`config.mk`:
```
export PLATFORM = sky130hd
export DESIGN_NAME = wave_seq_ctrl
export DESIGN_NICKNAME = d
export VERILOG_FILES = /design/src/rtl/wave_seq_ctrl.sv
export SDC_FILE = /design/constraint.sdc
export NUM_CORES = 1
export LEC_CHECK = 0
export BUFFER_PORTS_ARGS = -buffer_cell sky130_fd_sc_hd__buf_2
export CAP_MARGIN = 40
export CELL_PAD_IN_SITES_DETAIL_PLACEMENT = 0
export CELL_PAD_IN_SITES_GLOBAL_PLACEMENT = 1
export CORE_ASPECT_RATIO = 1.25
export CORE_UTILIZATION = 41
export DETAILED_ROUTE_END_ITERATION = 8
export PLACE_DENSITY_LB_ADDON = 0.05
export SLEW_MARGIN = 10
export SYNTH_ARGS = -nofsm -noshare
export SYNTH_HDL_FRONTEND = slang
export SYNTH_SLANG_ARGS = --single-unit
```
`constraint.sdc`:
```
create_clock -name clk_i -period 4 [get_ports clk_i]
set_clock_uncertainty 0.2 [all_clocks]
set_input_delay 0.6 -clock clk_i [delete_from_list [all_inputs] [get_ports clk_i]]
set_output_delay 0.6 -clock clk_i [all_outputs]
set_load 0.01 [all_outputs]
```
`src/rtl/wave_seq_ctrl.sv`:
```
// ---------------------------------------------------------------------------
// wave_seq_ctrl
//
// Sequencing controller for the 8-bit waveform generator path. It owns the
// up/down sample counter and a programmable tick prescaler. Configurations
// arrive over a valid/ready handshake into a single shadow register. The
// controller then runs a burst of N periods, or runs continuously when the
// period count is zero. A configuration accepted while running is held in
// the shadow and only takes effect at a period boundary, so the sample
// stream never glitches mid-period.
//
// Ports
//   clk_i          system clock
//   rst_i          synchronous reset, active-high
//   cfg_valid_i    configuration offer
//   cfg_ready_o    shadow register is free
//   cfg_mode_i     0 triangle, 1 sawtooth, 2 square, 3 treated as triangle
//   cfg_min_i      lower bound of the sample
//   cfg_max_i      upper bound of the sample
//   cfg_step_i     increment per tick (0 is treated as 1)
//   cfg_div_i      one tick every cfg_div_i+1 clocks
//   cfg_cycles_i   periods per burst, 0 = continuous
//   cfg_err_o      1-cycle pulse: accepted config discarded (min > max)
//   start_i        begin a burst (honoured in IDLE only)
//   stop_i         abort a running burst
//   wave_o         sample output
//   wave_valid_o   1-cycle pulse on the cycle wave_o holds a new sample
//   period_done_o  1-cycle pulse at each period boundary
//   busy_o         high while running
//   done_o         1-cycle pulse when a burst completes
// ---------------------------------------------------------------------------
module wave_seq_ctrl #(
    parameter int DW    = 8,
    parameter int DIV_W = 16,
    parameter int CNT_W = 16
) (
    input  logic             clk_i,
    input  logic             rst_i,
    input  logic             cfg_valid_i,
    output logic             cfg_ready_o,
    input  logic [1:0]       cfg_mode_i,
    input  logic [DW-1:0]    cfg_min_i,
    input  logic [DW-1:0]    cfg_max_i,
    input  logic [DW-1:0]    cfg_step_i,
    input  logic [DIV_W-1:0] cfg_div_i,
    input  logic [CNT_W-1:0] cfg_cycles_i,
    output logic             cfg_err_o,
    input  logic             start_i,
    input  logic             stop_i,
    output logic [DW-1:0]    wave_o,
    output logic             wave_valid_o,
    output logic             period_done_o,
    output logic             busy_o,
    output logic             done_o
);

    typedef enum logic [1:0] {
        IDLE = 2'd0,
        RUN  = 2'd1,
        DONE = 2'd2
    } state_t;

    // Mode is stored already normalised (3 folded onto triangle) and step is
    // stored with 0 folded onto 1, so the datapath never sees those cases.
    typedef struct packed {
        logic [1:0]       mode;
        logic [DW-1:0]    lo;
        logic [DW-1:0]    hi;
        logic [DW-1:0]    step;
        logic [DIV_W-1:0] div;
        logic [CNT_W-1:0] cycles;
    } cfg_t;

    state_t           state_q, state_d;
    cfg_t             act_q, act_d;
    cfg_t             shd_q, shd_d;
    logic             pending_q, pending_d;
    logic [DW-1:0]    seq_q, seq_d;
    logic             dirDown_q, dirDown_d;
    logic [DIV_W-1:0] divCnt_q, divCnt_d;
    logic [CNT_W-1:0] perCnt_q, perCnt_d;
    logic [DW-1:0]    wave_q, wave_d;
    logic             waveValid_q, waveValid_d;
    logic             periodDone_q, periodDone_d;
    logic             busy_q, busy_d;
    logic             done_q, done_d;
    logic             cfgErr_q, cfgErr_d;
    logic             cfgReady_q, cfgReady_d;

    logic [DW:0]      sumUp;
    logic [DW:0]      diffDn;
    logic [DW-1:0]    upVal;
    logic [DW-1:0]    downVal;
    logic [DW-1:0]    tickSeq;
    logic             tickDir;
    logic             tickBoundary;

    // Clamped step arithmetic. Sums are one bit wider than the sample so a
    // carry or borrow is visible and the result saturates at the bound
    // instead of wrapping.
    always_comb begin
        sumUp   = {1'b0, seq_q} + {1'b0, act_q.step};
        diffDn  = {1'b0, seq_q} - {1'b0, act_q.step};
        upVal   = (sumUp > {1'b0, act_q.hi}) ? act_q.hi : sumUp[DW-1:0];
        downVal = (diffDn[DW] || (diffDn[DW-1:0] < act_q.lo)) ? act_q.lo
                                                                : diffDn[DW-1:0];
    end

    // What one prescaler tick does to the internal sample and direction.
    // Square shares the triangle walk; only the output mapping differs.
    // A degenerate range makes every tick a boundary, otherwise the
    // triangle walk would only see a boundary every second tick.
    always_comb begin
        tickSeq      = seq_q;
        tickDir      = dirDown_q;
        tickBoundary = 1'b0;
        if (act_q.lo == act_q.hi) begin
            tickSeq      = act_q.lo;
            tickDir      = 1'b0;
            tickBoundary = 1'b1;
        end else if (act_q.mode == 2'd1) begin
            tickDir = 1'b0;
            if (seq_q == act_q.hi) begin
                tickSeq      = act_q.lo;
                tickBoundary = 1'b1;
            end else begin
                tickSeq = upVal;
            end
        end else if (!dirDown_q) begin
            if (seq_q == act_q.hi) begin
                tickDir = 1'b1;
                tickSeq = downVal;
            end else begin
                tickSeq = upVal;
            end
        end else begin
            if (seq_q == act_q.lo) begin
                tickDir      = 1'b0;
                tickSeq      = upVal;
                tickBoundary = 1'b1;
            end else begin
                tickSeq = downVal;
            end
        end
    end

    // Next-state logic for the sequencer, the handshake and all outputs.
    // The handshake only looks at the registered ready, so a shadow that is
    // being applied this cycle can never be overwritten in the same cycle.
    always_comb begin
        state_d      = state_q;
        act_d        = act_q;
        shd_d        = shd_q;
        pending_d    = pending_q;
        seq_d        = seq_q;
        dirDown_d    = dirDown_q;
        divCnt_d     = divCnt_q;
        perCnt_d     = perCnt_q;
        wave_d       = wave_q;
        waveValid_d  = 1'b0;
        periodDone_d = 1'b0;
        cfgErr_d     = 1'b0;

        if (cfg_valid_i && cfgReady_q) begin
            if (cfg_min_i > cfg_max_i) begin
                cfgErr_d = 1'b1;
            end else begin
                shd_d.mode   = (cfg_mode_i == 2'd3) ? 2'd0 : cfg_mode_i;
                shd_d.lo     = cfg_min_i;
                shd_d.hi     = cfg_max_i;
                shd_d.step   = (cfg_step_i == '0) ? DW'(1) : cfg_step_i;
                shd_d.div    = cfg_div_i;
                shd_d.cycles = cfg_cycles_i;
                pending_d    = 1'b1;
            end
        end

        case (state_q)
            IDLE: begin
                if (pending_q) begin
                    act_d     = shd_q;
                    pending_d = 1'b0;
                end
                if (start_i) begin
                    state_d   = RUN;
                    seq_d     = act_d.lo;
                    dirDown_d = 1'b0;
                    divCnt_d  = '0;
                    perCnt_d  = '0;
                    wave_d    = act_d.lo;
                end
            end
            RUN: begin
                if (stop_i) begin
                    state_d   = IDLE;
                    seq_d     = act_q.lo;
                    dirDown_d = 1'b0;
                    divCnt_d  = '0;
                    wave_d    = act_q.lo;
                end else if (divCnt_q == act_q.div) begin
                    divCnt_d    = '0;
                    waveValid_d = 1'b1;
                    seq_d       = tickSeq;
                    dirDown_d   = tickDir;
                    if (tickBoundary) begin
                        periodDone_d = 1'b1;
                        // A pending shadow restarts the burst under the new
                        // configuration, so it takes priority over completion.
                        if (pending_q) begin
                            act_d     = shd_q;
                            pending_d = 1'b0;
                            seq_d     = shd_q.lo;
                            dirDown_d = 1'b0;
                            perCnt_d  = '0;
                        end else begin
                            perCnt_d = perCnt_q + CNT_W'(1);
                            if ((act_q.cycles != '0) && (perCnt_d == act_q.cycles)) begin
                                state_d = DONE;
                            end
                        end
                    end
                    wave_d = (act_d.mode == 2'd2) ? (dirDown_d ? act_d.hi : act_d.lo)
                                                  : seq_d;
                end else begin
                    divCnt_d = divCnt_q + DIV_W'(1);
                end
            end
            DONE: begin
                if (pending_q) begin
                    act_d     = shd_q;
                    pending_d = 1'b0;
                end
                state_d = IDLE;
            end
            default: begin
                state_d = IDLE;
            end
        endcase

        busy_d     = (state_d == RUN);
        done_d     = (state_d == DONE);
        cfgReady_d = !pending_d;
    end

    // State and output registers. Reset restores the default configuration
    // and drops any shadowed configuration.
    always_ff @(posedge clk_i) begin
        if (rst_i) begin
            state_q       <= IDLE;
            act_q.mode    <= 2'd0;
            act_q.lo      <= '0;
            act_q.hi      <= '1;
            act_q.step    <= DW'(1);
            act_q.div     <= '0;
            act_q.cycles  <= '0;
            shd_q         <= '0;
            pending_q     <= 1'b0;
            seq_q         <= '0;
            dirDown_q     <= 1'b0;
            divCnt_q      <= '0;
            perCnt_q      <= '0;
            wave_q        <= '0;
            waveValid_q   <= 1'b0;
            periodDone_q  <= 1'b0;
            busy_q        <= 1'b0;
            done_q        <= 1'b0;
            cfgErr_q      <= 1'b0;
            cfgReady_q    <= 1'b1;
        end else begin
            state_q       <= state_d;
            act_q         <= act_d;
            shd_q         <= shd_d;
            pending_q     <= pending_d;
            seq_q         <= seq_d;
            dirDown_q     <= dirDown_d;
            divCnt_q      <= divCnt_d;
            perCnt_q      <= perCnt_d;
            wave_q        <= wave_d;
            waveValid_q   <= waveValid_d;
            periodDone_q  <= periodDone_d;
            busy_q        <= busy_d;
            done_q        <= done_d;
            cfgErr_q      <= cfgErr_d;
            cfgReady_q    <= cfgReady_d;
        end
    end

    assign cfg_ready_o   = cfgReady_q;
    assign cfg_err_o     = cfgErr_q;
    assign wave_o        = wave_q;
    assign wave_valid_o  = waveValid_q;
    assign period_done_o = periodDone_q;
    assign busy_o        = busy_q;
    assign done_o        = done_q;

endmodule

```
**Word level (Yosys, flattened, before mapping)**

Cells that the tools add are included.

- $add $sub $neg: 4
- Order comparisons: 3
- Equality and inequality tests: 17
- Mux-type cells: 73
- Bitwise gates (word level): 4
- Reduce and logical (&&, ||, !) cells: 19

Operators by type and width:

| operator | number |
|---|---|
| $mux W58 | 7 |
| $mux W8 | 18 |
| $pmux W58 S2 | 1 |
| $mux W16 | 7 |
| $pmux W16 S2 | 2 |
| $add A16 B1 Y16 const B | 2 |
| $eq A16 B16 Y1 | 2 |
| $pmux W8 S2 | 2 |
| $mux W1 | 26 |
| $eq A8 B8 Y1 | 3 |
| $reduce_bool A16 Y1 | 1 |
| $mux W2 | 7 |
| $add A8 B8 Y9 | 1 |
| $gt A9 B8 Y1 | 1 |
| $sub A8 B8 Y9 | 1 |
| $eq A2 B2 Y1 const B | 4 |
| $gt A8 B8 Y1 | 1 |
| $logic_not A8 Y1 | 1 |
| $lt A8 B8 Y1 | 1 |
| $ne A2 B2 Y1 const B | 4 |
| $eq A2 B1 Y1 const B | 3 |
| $reduce_and A3 Y1 | 2 |
| $reduce_and A5 Y1 | 1 |
| $not A1 Y1 | 4 |
| other kinds (13) | 18 |

- Register bits after elaboration: 174
- Bits of input ports: 63
- Output and inout bits: 14

**Depth between registers and ports, before layout**

Gate-level depths: netlist (run 1).

- Depth after elaboration: 15
- Depth in mapped cells: 17

**Worst setup path after synthesis (run 1)**

No wires, ideal clock.

- Path kind: reg2reg
- From: register seq_q[2]
- To: register wave_q[2] (netlist: wave_o[2])
- Setup time: 0.135 ns
- Arrival time: 3.888 ns
- Slack: -0.223 ns
- Stages on the path, launching flop included: 16
- Buffers on the path: 1
- Period minus slack after synthesis: 4.223 ns
- Cells stage by stage: dfxtp_1 > ha_1 > buf_2 > nand2b_1 > a221oi_1 > nor2_1 > o311ai_0 > ha_1 > a21o_1 > a211oi_1 > a211oi_1 > nor3_2 > mux2_2 > a311oi_1 > a2bb2oi_1 > o221ai_1

- Word-level cells in the longest chain between the ends: 15
- Elaborated cells between the ends (all ways): 41
- Those cells by class: 2 x add/sub; 2 x order compare; 3 x eq/ne; 33 x mux; 1 x reduce/logical

Ends and longest elaborated chain:

| element | RTL line | source |
|---|---|---|
| from (decl) | 78 | `logic [DW-1:0] seq_q, seq_d;` |
| from (signal assigned) | 274 | `seq_q <= seq_d;` |
| branches (longest 11 deep; another with $sub A8 B8 Y9) | - |  |
| $mux W8 * | 222 | `wave_d = (act_d.mode == 2'd2) ? (dirDown_d ? act_d.hi : act_d.lo)` |
| $mux W8 * | 200 | `end else if (divCnt_q == act_q.div) begin` |
| $mux W8 * | 194 | `if (stop_i) begin` |
| $pmux W8 S2 * | 178 | `case (state_q)` |
| to (signal assigned) | 278 | `wave_q <= wave_d;` |
| to (decl) | 82 | `logic [DW-1:0] wave_q, wave_d;` |

Mark *: on every way between the ends. The select of a mux whose other input is x is not followed.
A chain may end at the register's enable or synchronous reset.

**Final worst setup path (run 1)**

Same ends and word-level chain as after synthesis.

==> results.sh, run 1 <==
export IMPL_worst_path_buf_inv=0
export IMPL_synthMuxAreaShare=0.05542
export IMPL_ant_nets=0
export IMPL_grt_pass1_wl_um=51380
export IMPL_synthCells=1221
export IMPL_post_place_ws_ns=-0.2061
export IMPL_required_ns=4.11
export IMPL_max_slew_worst_pin_slew_ns=0.9035
export IMPL_mostFrequentLayoutCells="168 x dfxtp_1, 128 x a21oi_1, 108 x nor2_1"
export IMPL_cts_tree="built"
export IMPL_layout_setup_ws_ns=0.03065
export IMPL_clk_latency_ns=0.43
export IMPL_path_clk_slew_ns=0.07
export IMPL_worstPathArrival_ns=4.08
export IMPL_hold_viol=0
export IMPL_cp_end_kind="flop"
export IMPL_fin_crit_ns=3.969
export IMPL_cts_sinks=174
export IMPL_globalRouteTotalUtil=0.2671
export IMPL_syn_area_per_cell_um2=8.210
export IMPL_overflow=0
export IMPL_initial_core_util=0.4197
export IMPL_synth_simple_area_share=0.1907
export IMPL_core_um2=23880
export IMPL_synth_top_family_by_area="compound AO/OA/AOI/OAI gates"
export IMPL_period_share=0.9923
export IMPL_critical_path_top_delay_family="compound AO/OA/AOI/OAI gates"
export IMPL_power_leakage_nw=4.806
export IMPL_ys_seq_area_frac=0.3475
export IMPL_cp_max_fo=4
export IMPL_max_stage_delay_ns=0.43
export IMPL_synthXorXnorAreaFrac=0.07514
export IMPL_post_drt_wl_per_cell_um=19.39
export IMPL_htree_levels=4
export IMPL_gp_congestion=0.9468
export IMPL_maxCapViolations=0
export IMPL_yosys_warnings=0
export IMPL_syn_num_nets=1327
export IMPL_dpl_cell_area_um2=11120
export IMPL_grt_pass1_vias=9250
export IMPL_drt_iter0_drc=459
export IMPL_syn_cell_area_um2=10020
export IMPL_p_total_mw=4.602
export IMPL_setup_viol_count_final=0
export IMPL_cp_start_kind="flop"
export IMPL_netlist_area_leader_share=0.3475
export IMPL_antenna_found_initial=3
export IMPL_n_fill_cell=2411
export IMPL_worst_setup_path_type="reg2reg"
export IMPL_stdcell_count=1657
export IMPL_rows=63
export IMPL_hold_buffers=0
export IMPL_outcome="complete, no violations"
export IMPL_slew_headroom=0.3976
export IMPL_via_count=9327
export IMPL_worstHoldPathType="in2reg"
export IMPL_ys_ff_latch=174
export IMPL_die_h_um=176.8
export IMPL_holdPathStages=3
export IMPL_worst_r2r_cell_count=14
export IMPL_synthAdderAreaFrac=0.05517
export IMPL_first_pass_iters=7
export IMPL_rsz0062_at_grt="yes"
export IMPL_async_flop_share=0
export IMPL_path_cells="ha_1 -> nand2b_4 -> a221oi_4 -> nor2_2 -> o311ai_4 -> ha_4 -> a21o_4 -> a211oi_4 -> a211oi_4 -> nor3_4 -> mux2_4 -> o32a_1 -> a2bb2oi_2 -> o221ai_1"
export IMPL_synth_ff_type="dfxtp_1"
export IMPL_cts_buffers=17
export IMPL_ys_top_cells_by_area="dfxtp_1 35%, a21oi_1 6.5%, ha_1 5.1%"
export IMPL_synth_edf_count=0
export IMPL_path_depth=14
export IMPL_critPathSlowestCell="dfxtp_1"
export IMPL_synth_top_cell_by_area="dfxtp_1"
export IMPL_syn_to_final_growth_pct=20.56
export IMPL_grt_max_degree=55
export IMPL_stdcell_area_um2=12090
export IMPL_numPortBuffers=76
export IMPL_cpMostUsedCell="a211oi_4"
export IMPL_cts_root_buf="clkbuf_16"
export IMPL_clk_path_buf_depth=2
export IMPL_io_pins=77
export IMPL_die_w_um=141.9
export IMPL_power_density_nw_per_um2=380.8
export IMPL_drc=0
export IMPL_die_area_um2=25080
export IMPL_wl_um=32120
export IMPL_layout_drive_gt1_share=0.2053
export IMPL_fmax_mhz=251.9
export IMPL_hpwl_um=23970
export IMPL_routed_via_density=5.629
export IMPL_place_inst=1613
export IMPL_fin_tns_setup_ns=0
export IMPL_ys_types=76
export IMPL_mostFrequentLayoutCell="dfxtp_1"
export IMPL_r2r_slack_ns=0.03
export IMPL_drv_slew=0
export IMPL_fin_nets=1423
export IMPL_synth_compound_area_frac=0.2195
export IMPL_vdd_drop_max_uv=327.6
==> worst min-delay path, cell delays in order <==
cell and delay, ns:
buf_2 0.09, nand3_1 0.05, a21oi_1 0.05
==> metal layers <==
layer  routed length [um]  track usage
met5                   10            0
met4                 1568       0.1366
met3                  923      0.03653
met2                16160       0.4727
met1                13460       0.3131
==> where the power goes <==
part | leakage [nW] | switching, mW | internal, mW | total, mW
logic | 3.10 | 0.552 | 0.437 | 0.989
clock network | 0.292 | 0.760 | 0.970 | 1.73
registers | 1.42 | 0.0780 | 1.80 | 1.88
==> area by class of cell <==
class                   count  area, um^2  area share
multi-input cells         913        6277      0.5194
inverters                  47       178.9     0.01480
clock buffers              19       452.9     0.03748
repair buffers            164        1121     0.09276
clock inverters            13       152.6     0.01263
flip-flops and latches    174        3491      0.2889
diodes                      2       5.005   0.0004141
well taps                 325       406.6     0.03365
==> what timing repair did <==
action / in CTS / in global routing
pin swaps: 5 / 23
endpoints found under the setup margin: 16 / 16
buffers inserted: 2 / 8
gates resized for setup: 22 / 38
==> per-stage QoR <==
step / hold slack [ns] / utilization
3_3_place_gp: 0.2642 / 0.4631
3_5_place_dp: 0.2663 / 0.4656
2_1_floorplan: 0.2458 / -
5_1_grt: 0.2063 / 0.5060
6_report: 0.2111 / 0.5060
4_1_cts: 0.1955 / 0.4962
==> cells in the mapped netlist, types with 41 or more instances <==
library cell  instances
ha_1                 41
nand2_1              66
clkbuf_1             64
o21ai_0              91
nand3_1              71
inv_1                47
nor2_1              110
xor2_1               43
mux2i_1              51
dfxtp_1             174
xnor2_1              43
a21oi_1             130
==> flip-flops by register name (all words and copies together) (netlist names) <==
register,cells
wave_valid_o,1
shd_q,58
dirDown_q,1
act_q,58
perCnt_q,16
pending_q,1
state_q,2
done_o,1
busy_o,1
cfg_ready_o,1
cfg_err_o,1
divCnt_q,16
seq_q,8
wave_o,8
period_done_o,1
==> cells by family after synthesis <==
group / after synthesis
flops: 174
xor+xnor: 86
buf+inv: 134
simple gates: 377
compound gates: 352
fa+ha+maj: 43
mux: 55
==> worst paths after layout <==
kind | startpoint | to
max | seq_q[2]$_SDFFE_PP0P_ | wave_o[2]$_SDFFE_PP0P_
min | cfg_div_i[1] | shd_q[17]$_SDFFE_PP0P_
max reg2reg | seq_q[2]$_SDFFE_PP0P_ | wave_o[2]$_SDFFE_PP0P_
min reg2reg | shd_q[22]$_SDFFE_PP0P_ | shd_q[22]$_SDFFE_PP0P_
Power figures use the tool's default switching activity.
==> inputs of run 2 (changes only) <==
--- a/config.mk
+++ b/config.mk
@@ -13,7 +13,9 @@
 export CORE_UTILIZATION = 41
 export DETAILED_ROUTE_END_ITERATION = 8
 export PLACE_DENSITY_LB_ADDON = 0.05
+export SETUP_SLACK_MARGIN = 0.3
 export SLEW_MARGIN = 10
 export SYNTH_ARGS = -nofsm -noshare
 export SYNTH_HDL_FRONTEND = slang
 export SYNTH_SLANG_ARGS = --single-unit
+export TNS_END_PERCENT = 100
==> run 2 against run 1 <==
Compared with the run above:
- critical path depth increased by 3
- sequential power about the same
- critical path type unchanged
- count of clock-buffer cells in the layout increased by 5
- maximum frequency decreased by 2.3%
- the run now ends with negative setup slack left
- non-clock buffer count decreased by 17
==> results.sh, run 2 (synthesis gave the netlist of run 1 again) <==
export IMPL_outcome="finished, violations left"
export IMPL_violations="negative setup slack"
export IMPL_biggestRegsByFlops="act_q x58, shd_q x58"
export IMPL_worst_r2r_cell_count=17
export IMPL_cts_buffers=17
export IMPL_via_count=9331
export IMPL_routed_via_density=5.700
export IMPL_hold_path_end="shd_q[18]$_SDFFE_PP0P_"
export IMPL_power_frac_seq=0.416
export IMPL_ant_nets=0
export IMPL_syn_to_final_growth_pct=19.33
export IMPL_post_place_ws_ns=-0.1088
export IMPL_drv_slew=0
export IMPL_cp_start_kind="flop"
export IMPL_rr_endpoint="wave_o[1]$_SDFFE_PP0P_"
export IMPL_layout_drive_gt1_share=0.1936
export IMPL_fin_nets=1406
export IMPL_path_clk_slew_ns=0.07
export IMPL_drt_iter0_drc=542
export IMPL_worstHoldPathType="in2reg"
export IMPL_gr_usage_met2=0.4702
export IMPL_gp_congestion=0.9730
export IMPL_comb_power_share=0.208
export IMPL_fin_util=0.5009
export IMPL_timing_rr_start="seq_q[0]$_SDFFE_PP0P_"
export IMPL_die_h_um=176.8
export IMPL_die_area_um2=25080
export IMPL_required_ns=4.11
export IMPL_critical_path_top_delay_family="compound AO/OA/AOI/OAI gates"
export IMPL_n_antenna_cell=0
export IMPL_worst_path_buf_inv=2
export IMPL_power_density_nw_per_um2=378.7
export IMPL_power_switching_mw=1.335
export IMPL_min_from="cfg_div_i[2]"
export IMPL_slew_headroom=0.4080
export IMPL_holdPathStages=3
export IMPL_cp_max_fo=3
export IMPL_hold_viol=0
export IMPL_globalRouteTotalUtil=0.2683
export IMPL_path_cells="ha_4 -> fa_2 -> nand2b_4 -> a221oi_4 -> or4_4 -> o311ai_4 -> ha_4 -> a21o_1 -> a211oi_4 -> a211oi_4 -> buf_4 -> o31a_1 -> o211ai_1 -> a31oi_1 -> buf_4 -> a21oi_2 -> o211ai_1"
export IMPL_critPathSlowestCell="or4_4"
export IMPL_core_um2=23880
export IMPL_setup_viol_count_final=1
export IMPL_clk_path_buf_depth=2
export IMPL_htree_levels=4
export IMPL_vdd_drop_max_uv=351.8
export IMPL_grt_max_degree=59
export IMPL_hold_buffers=0
export IMPL_mostFrequentLayoutCells="169 x dfxtp_1, 125 x a21oi_1, 108 x nor2_1"
export IMPL_grt_pass1_vias=9300
export IMPL_r2r_slack_ns=-0.06
export IMPL_startpoint="seq_q[0]$_SDFFE_PP0P_"
export IMPL_grt_met1_usage=0.3087
export IMPL_hpwl_um=24250
export IMPL_maxCapViolations=0
export IMPL_layout_setup_ws_ns=-0.06255
export IMPL_gr_usage_met3=0.03761
export IMPL_fin_crit_ns=4.063
export IMPL_first_pass_iters=6
export IMPL_mostFrequentLayoutCell="dfxtp_1"
export IMPL_grt_pass1_wl_um=51370
export IMPL_cts_tree="built"
export IMPL_max_stage_delay_ns=0.44
export IMPL_intPower_mw=3.196
export IMPL_cts_sinks=174
export IMPL_worst_setup_path_type="reg2reg"
export IMPL_fin_hold_ws_ns=0.2071
export IMPL_rows=63
export IMPL_initial_core_util=0.4197
export IMPL_cts_root_buf="clkbuf_16"
export IMPL_post_drt_wl_per_cell_um=19.90
export IMPL_wl_um=32580
export IMPL_rsz0062_at_grt="yes"
export IMPL_clk_latency_ns=0.44
export IMPL_switching_share=0.2947
export IMPL_io_pins=77
export IMPL_period_share=1.016
export IMPL_grt_busiest_layer="met2"
export IMPL_overflow=0
export IMPL_antenna_found_initial=0
export IMPL_max_slew_worst_pin_slew_ns=0.8868
export IMPL_die_w_um=141.9
export IMPL_p_total_mw=4.531
export IMPL_clockPowerShare=0.376
export IMPL_drc=0
export IMPL_worstPathArrival_ns=4.18
export IMPL_fin_tns_setup_ns=-0.06255
export IMPL_fmax_mhz=246.2
export IMPL_numPortBuffers=76
export IMPL_power_leakage_nw=4.730
export IMPL_cp_end_kind="flop"
run 2: per-layer routing:
metal / vias up / share of wire
met5: - / 0
met4: 0 / 0.056
met3: 85 / 0.036
met2: 257 / 0.50
met1: 4453 / 0.41
li1: 4536 / -
run 2: tightest hold or removal path: stages:
cell and delay, ns:
buf_2 0.09, nand3_1 0.05, a21oi_1 0.05
run 2: worst max-delay path by stage:
stage / to / slack [ns] / cells past startpoint
2_1_floorplan: wave_o[2]$_SDFFE_PP0P_ / 0.19 / 15
3_3_place_gp: seq_q[0]$_SDFFE_PP0P_ / -0.05 / 16
3_5_place_dp: seq_q[0]$_SDFFE_PP0P_ / -0.11 / 16
4_1_cts: wave_o[2]$_SDFFE_PP0P_ / 0.02 / 16
5_1_grt: wave_o[1]$_SDFFE_PP0P_ / -0.13 / 17
6_report: wave_o[1]$_SDFFE_PP0P_ / -0.06 / 17
run 2: metrics by stage:
stage,area (um^2),instances
3_3_place_gp,11020,1593
5_1_grt,11960,1637
2_1_floorplan,10120,1221
4_1_cts,11850,1635
3_5_place_dp,11090,1597
6_report,11960,1637
run 2: area by class of cell:
cell class | count | area, um^2
inverter | 47 | 176.4
sequential | 174 | 3490
fill | 2418 | 11920
clock inverter | 7 | 100.1
tap | 325 | 406.6
timing repair buffer | 147 | 1002
clock buffer | 24 | 491.7
multi-input combinational | 913 | 6296
run 2: what timing repair did:
item	CTS	global route
pin swaps	18	15
hold endpoints to repair	0	0
endpoints found under the setup margin	16	16
setup buffers	7	2
gates resized for setup	28	19
gates cloned	0	0
run 2: power groups by stage:
stage	sequential, mW	clock (mW)	combinational, mW
2_1_floorplan	1.89	0	0.544
3_3_place_gp	1.92	0	0.846
3_5_place_dp	1.92	0	0.857
4_1_cts	1.88	1.74	0.916
5_1_grt	1.89	1.81	1.03
6_report	1.89	1.70	0.942
==> inputs of run 3 (changes only) <==
--- a/config.mk
+++ b/config.mk
@@ -12,6 +12,7 @@
 export CORE_ASPECT_RATIO = 1.25
 export CORE_UTILIZATION = 41
 export DETAILED_ROUTE_END_ITERATION = 8
+export MAX_ROUTING_LAYER = met4
 export PLACE_DENSITY_LB_ADDON = 0.05
 export SETUP_SLACK_MARGIN = 0.3
 export SLEW_MARGIN = 10
==> run 3 against run 2 <==
Compared with the run above:
- the run now ends clean
- register-to-register slack better by 0.12 ns
- combinational power is 1% higher
- sequential power hardly changed
- power is 0.80% higher
- cell count is 0.24% higher
- utilization is 0.36 points higher
- first-iteration DRC count is 7.4% lower
- critical endpoint is now wave_o[2]$_SDFFE_PP0P_
- non-clock buffer count is 1 higher
- global-route usage is 0.27 points higher
- sequential share of layout area is 0.19 points lower
- largest power group unchanged
- count of clock-buffer cells in the layout is 3 lower
- sequential cell count stayed put
==> results.sh, run 3 (synthesis gave the netlist of run 1 again) <==
export IMPL_outcome="complete, no violations"
export IMPL_worstPathArrival_ns=4.05
export IMPL_die_w_um=141.9
export IMPL_stdcell_count=1641
export IMPL_worstHoldPathType="in2reg"
export IMPL_min_from="cfg_div_i[4]"
export IMPL_htree_levels=4
export IMPL_mostFrequentLayoutCells="169 x dfxtp_1, 129 x a21oi_1, 109 x nor2_1"
export IMPL_layout_drive_gt1_share=0.1986
export IMPL_biggestRegsByFlops="act_q x58, shd_q x58"
export IMPL_fin_tns_setup_ns=0
export IMPL_max_slew_worst_pin_slew_ns=0.9129
export IMPL_overflow=0
export IMPL_r2r_slack_ns=0.06
export IMPL_path_clk_slew_ns=0.07
export IMPL_core_um2=23880
export IMPL_globalRouteTotalUtil=0.2709
export IMPL_cts_root_buf="clkbuf_16"
export IMPL_ant_nets=0
export IMPL_io_pins=77
export IMPL_hold_buffers=0
export IMPL_switching_share=0.2975
export IMPL_hpwl_um=23940
export IMPL_cts_tree="built"
export IMPL_timing_rr_start="seq_q[0]$_SDFFE_PP0P_"
export IMPL_drv_slew=0
export IMPL_clk_latency_ns=0.44
export IMPL_place_inst=1596
export IMPL_fin_nets=1407
export IMPL_power_leakage_nw=4.766
export IMPL_wl_um=32360
export IMPL_p_total_mw=4.567
export IMPL_required_ns=4.10
export IMPL_holdPathStages=3
export IMPL_intPower_mw=3.208
export IMPL_drt_iter0_drc=502
export IMPL_comb_power_share=0.209
export IMPL_gp_congestion=0.9884
export IMPL_worst_r2r_cell_count=16
export IMPL_hold_path_end="shd_q[20]$_SDFFE_PP0P_"
export IMPL_drc=0
export IMPL_slew_headroom=0.3905
export IMPL_maxCapViolations=0
export IMPL_max_stage_delay_ns=0.44
export IMPL_n_fill_cell=2414
export IMPL_cts_buffers=17
export IMPL_post_drt_wl_per_cell_um=19.72
export IMPL_rsz0062_at_grt="yes"
export IMPL_fmax_mhz=253.7
export IMPL_routed_via_density=5.684
export IMPL_power_frac_seq=0.413
export IMPL_cp_start_kind="flop"
export IMPL_power_switching_mw=1.359
export IMPL_fin_crit_ns=3.942
export IMPL_die_h_um=176.8
export IMPL_hold_viol=0
export IMPL_numPortBuffers=76
export IMPL_vdd_drop_max_uv=345.2
export IMPL_die_area_um2=25080
export IMPL_path_cells="ha_4 -> fa_2 -> nand2b_4 -> a221oi_4 -> or4_4 -> o311ai_4 -> ha_4 -> a21o_1 -> a211oi_4 -> a211oi_4 -> nor3_4 -> buf_12 -> mux2_4 -> a211o_1 -> a2bb2oi_2 -> o221ai_1"
export IMPL_grt_pass1_wl_um=50090
export IMPL_power_density_nw_per_um2=379.0
export IMPL_period_share=0.9855
export IMPL_rows=63
export IMPL_cp_end_kind="flop"
export IMPL_syn_to_final_growth_pct=20.20
export IMPL_first_pass_iters=5
export IMPL_mostFrequentLayoutCell="dfxtp_1"
export IMPL_rr_endpoint="wave_o[2]$_SDFFE_PP0P_"
export IMPL_antenna_found_initial=2
export IMPL_critPathSlowestCell="or4_4"
export IMPL_initial_core_util=0.4197
export IMPL_grt_pass1_vias=8934
export IMPL_setup_viol_count_final=0
export IMPL_clockPowerShare=0.378
export IMPL_worst_setup_path_type="reg2reg"
export IMPL_grt_max_degree=142
export IMPL_cp_max_fo=4
export IMPL_clk_path_buf_depth=2
export IMPL_cts_sinks=174
export IMPL_via_count=9327
-- run 3: layer usage --
metal	vias to the layer above	routed length (um)	GRT usage
met2	245	16270	0.4639
met4	0	1597	0.1474
li1	4535	-	-
met1	4478	13320	0.3044
met5	-	0	-
met3	69	1168	0.03734
-- run 3: final cells by class --
type | count | area, um^2 | area share
sequential | 174 | 3492 | 0.2898
timing repair buffer | 148 | 1033 | 0.08577
antenna | 2 | 5.005 | 0.0004154
clock inverter | 11 | 130.1 | 0.01080
clock buffer | 21 | 480.5 | 0.03988
inverter | 47 | 176.4 | 0.01464
multi-input combinational | 913 | 6325 | 0.5249
tap | 325 | 406.6 | 0.03375
-- run 3: through the flow --
step	worst slack [ns]	util	cell area [um^2]	hold WS (ns)
after floorplan	0.1856	-	10120	0.2457
after global placement	-0.07415	0.4616	11030	0.2574
after detailed placement	-0.1252	0.4646	11100	0.2645
after CTS	0.04793	0.4960	11850	0.1923
after global routing	-0.09682	0.5045	12050	0.1963
final	0.05790	0.5045	12050	0.2084
-- run 3: worst max path at each step --
stage / depth (start not counted) / start / endpoint
after global placement: 17 / seq_q[0]$_SDFFE_PP0P_ / seq_q[0]$_SDFFE_PP0P_
final: 16 / seq_q[0]$_SDFFE_PP0P_ / wave_o[2]$_SDFFE_PP0P_
after detailed placement: 16 / act_q[33]$_SDFFE_PP0P_ / seq_q[0]$_SDFFE_PP0P_
after floorplan: 15 / seq_q[0]$_SDFFE_PP0P_ / wave_o[2]$_SDFFE_PP0P_
after global routing: 16 / seq_q[0]$_SDFFE_PP0P_ / seq_q[2]$_SDFFE_PP0P_
after CTS: 17 / seq_q[0]$_SDFFE_PP0P_ / seq_q[0]$_SDFFE_PP0P_
-- run 3: what timing repair did --
item	in CTS	in global routing
pin swaps	20	27
setup endpoints to repair	16	16
resized for setup	22	33
setup buffers	5	6
endpoints found under the hold margin	0	0
-- run 3: worst max-delay path: cells and delay by family (launching register included) --
kind / cells / cell delay (ns)
buffers and inverters: 1 / 0.14
and+or+nand+nor: 3 / 0.69
adders and majority gates: 3 / 0.78
muxes: 1 / 0.32
DFF: 1 / 0.36
AOI/OAI and AO/OA: 8 / 1.31
-- run 3: power by group through the flow --
stage	clock network, mW	logic, mW	registers, mW
after floorplan	0	0.544	1.89
after global placement	0	0.847	1.92
after detailed placement	0	0.861	1.92
after CTS	1.77	0.902	1.88
after global routing	1.84	1.04	1.89
final	1.73	0.954	1.89
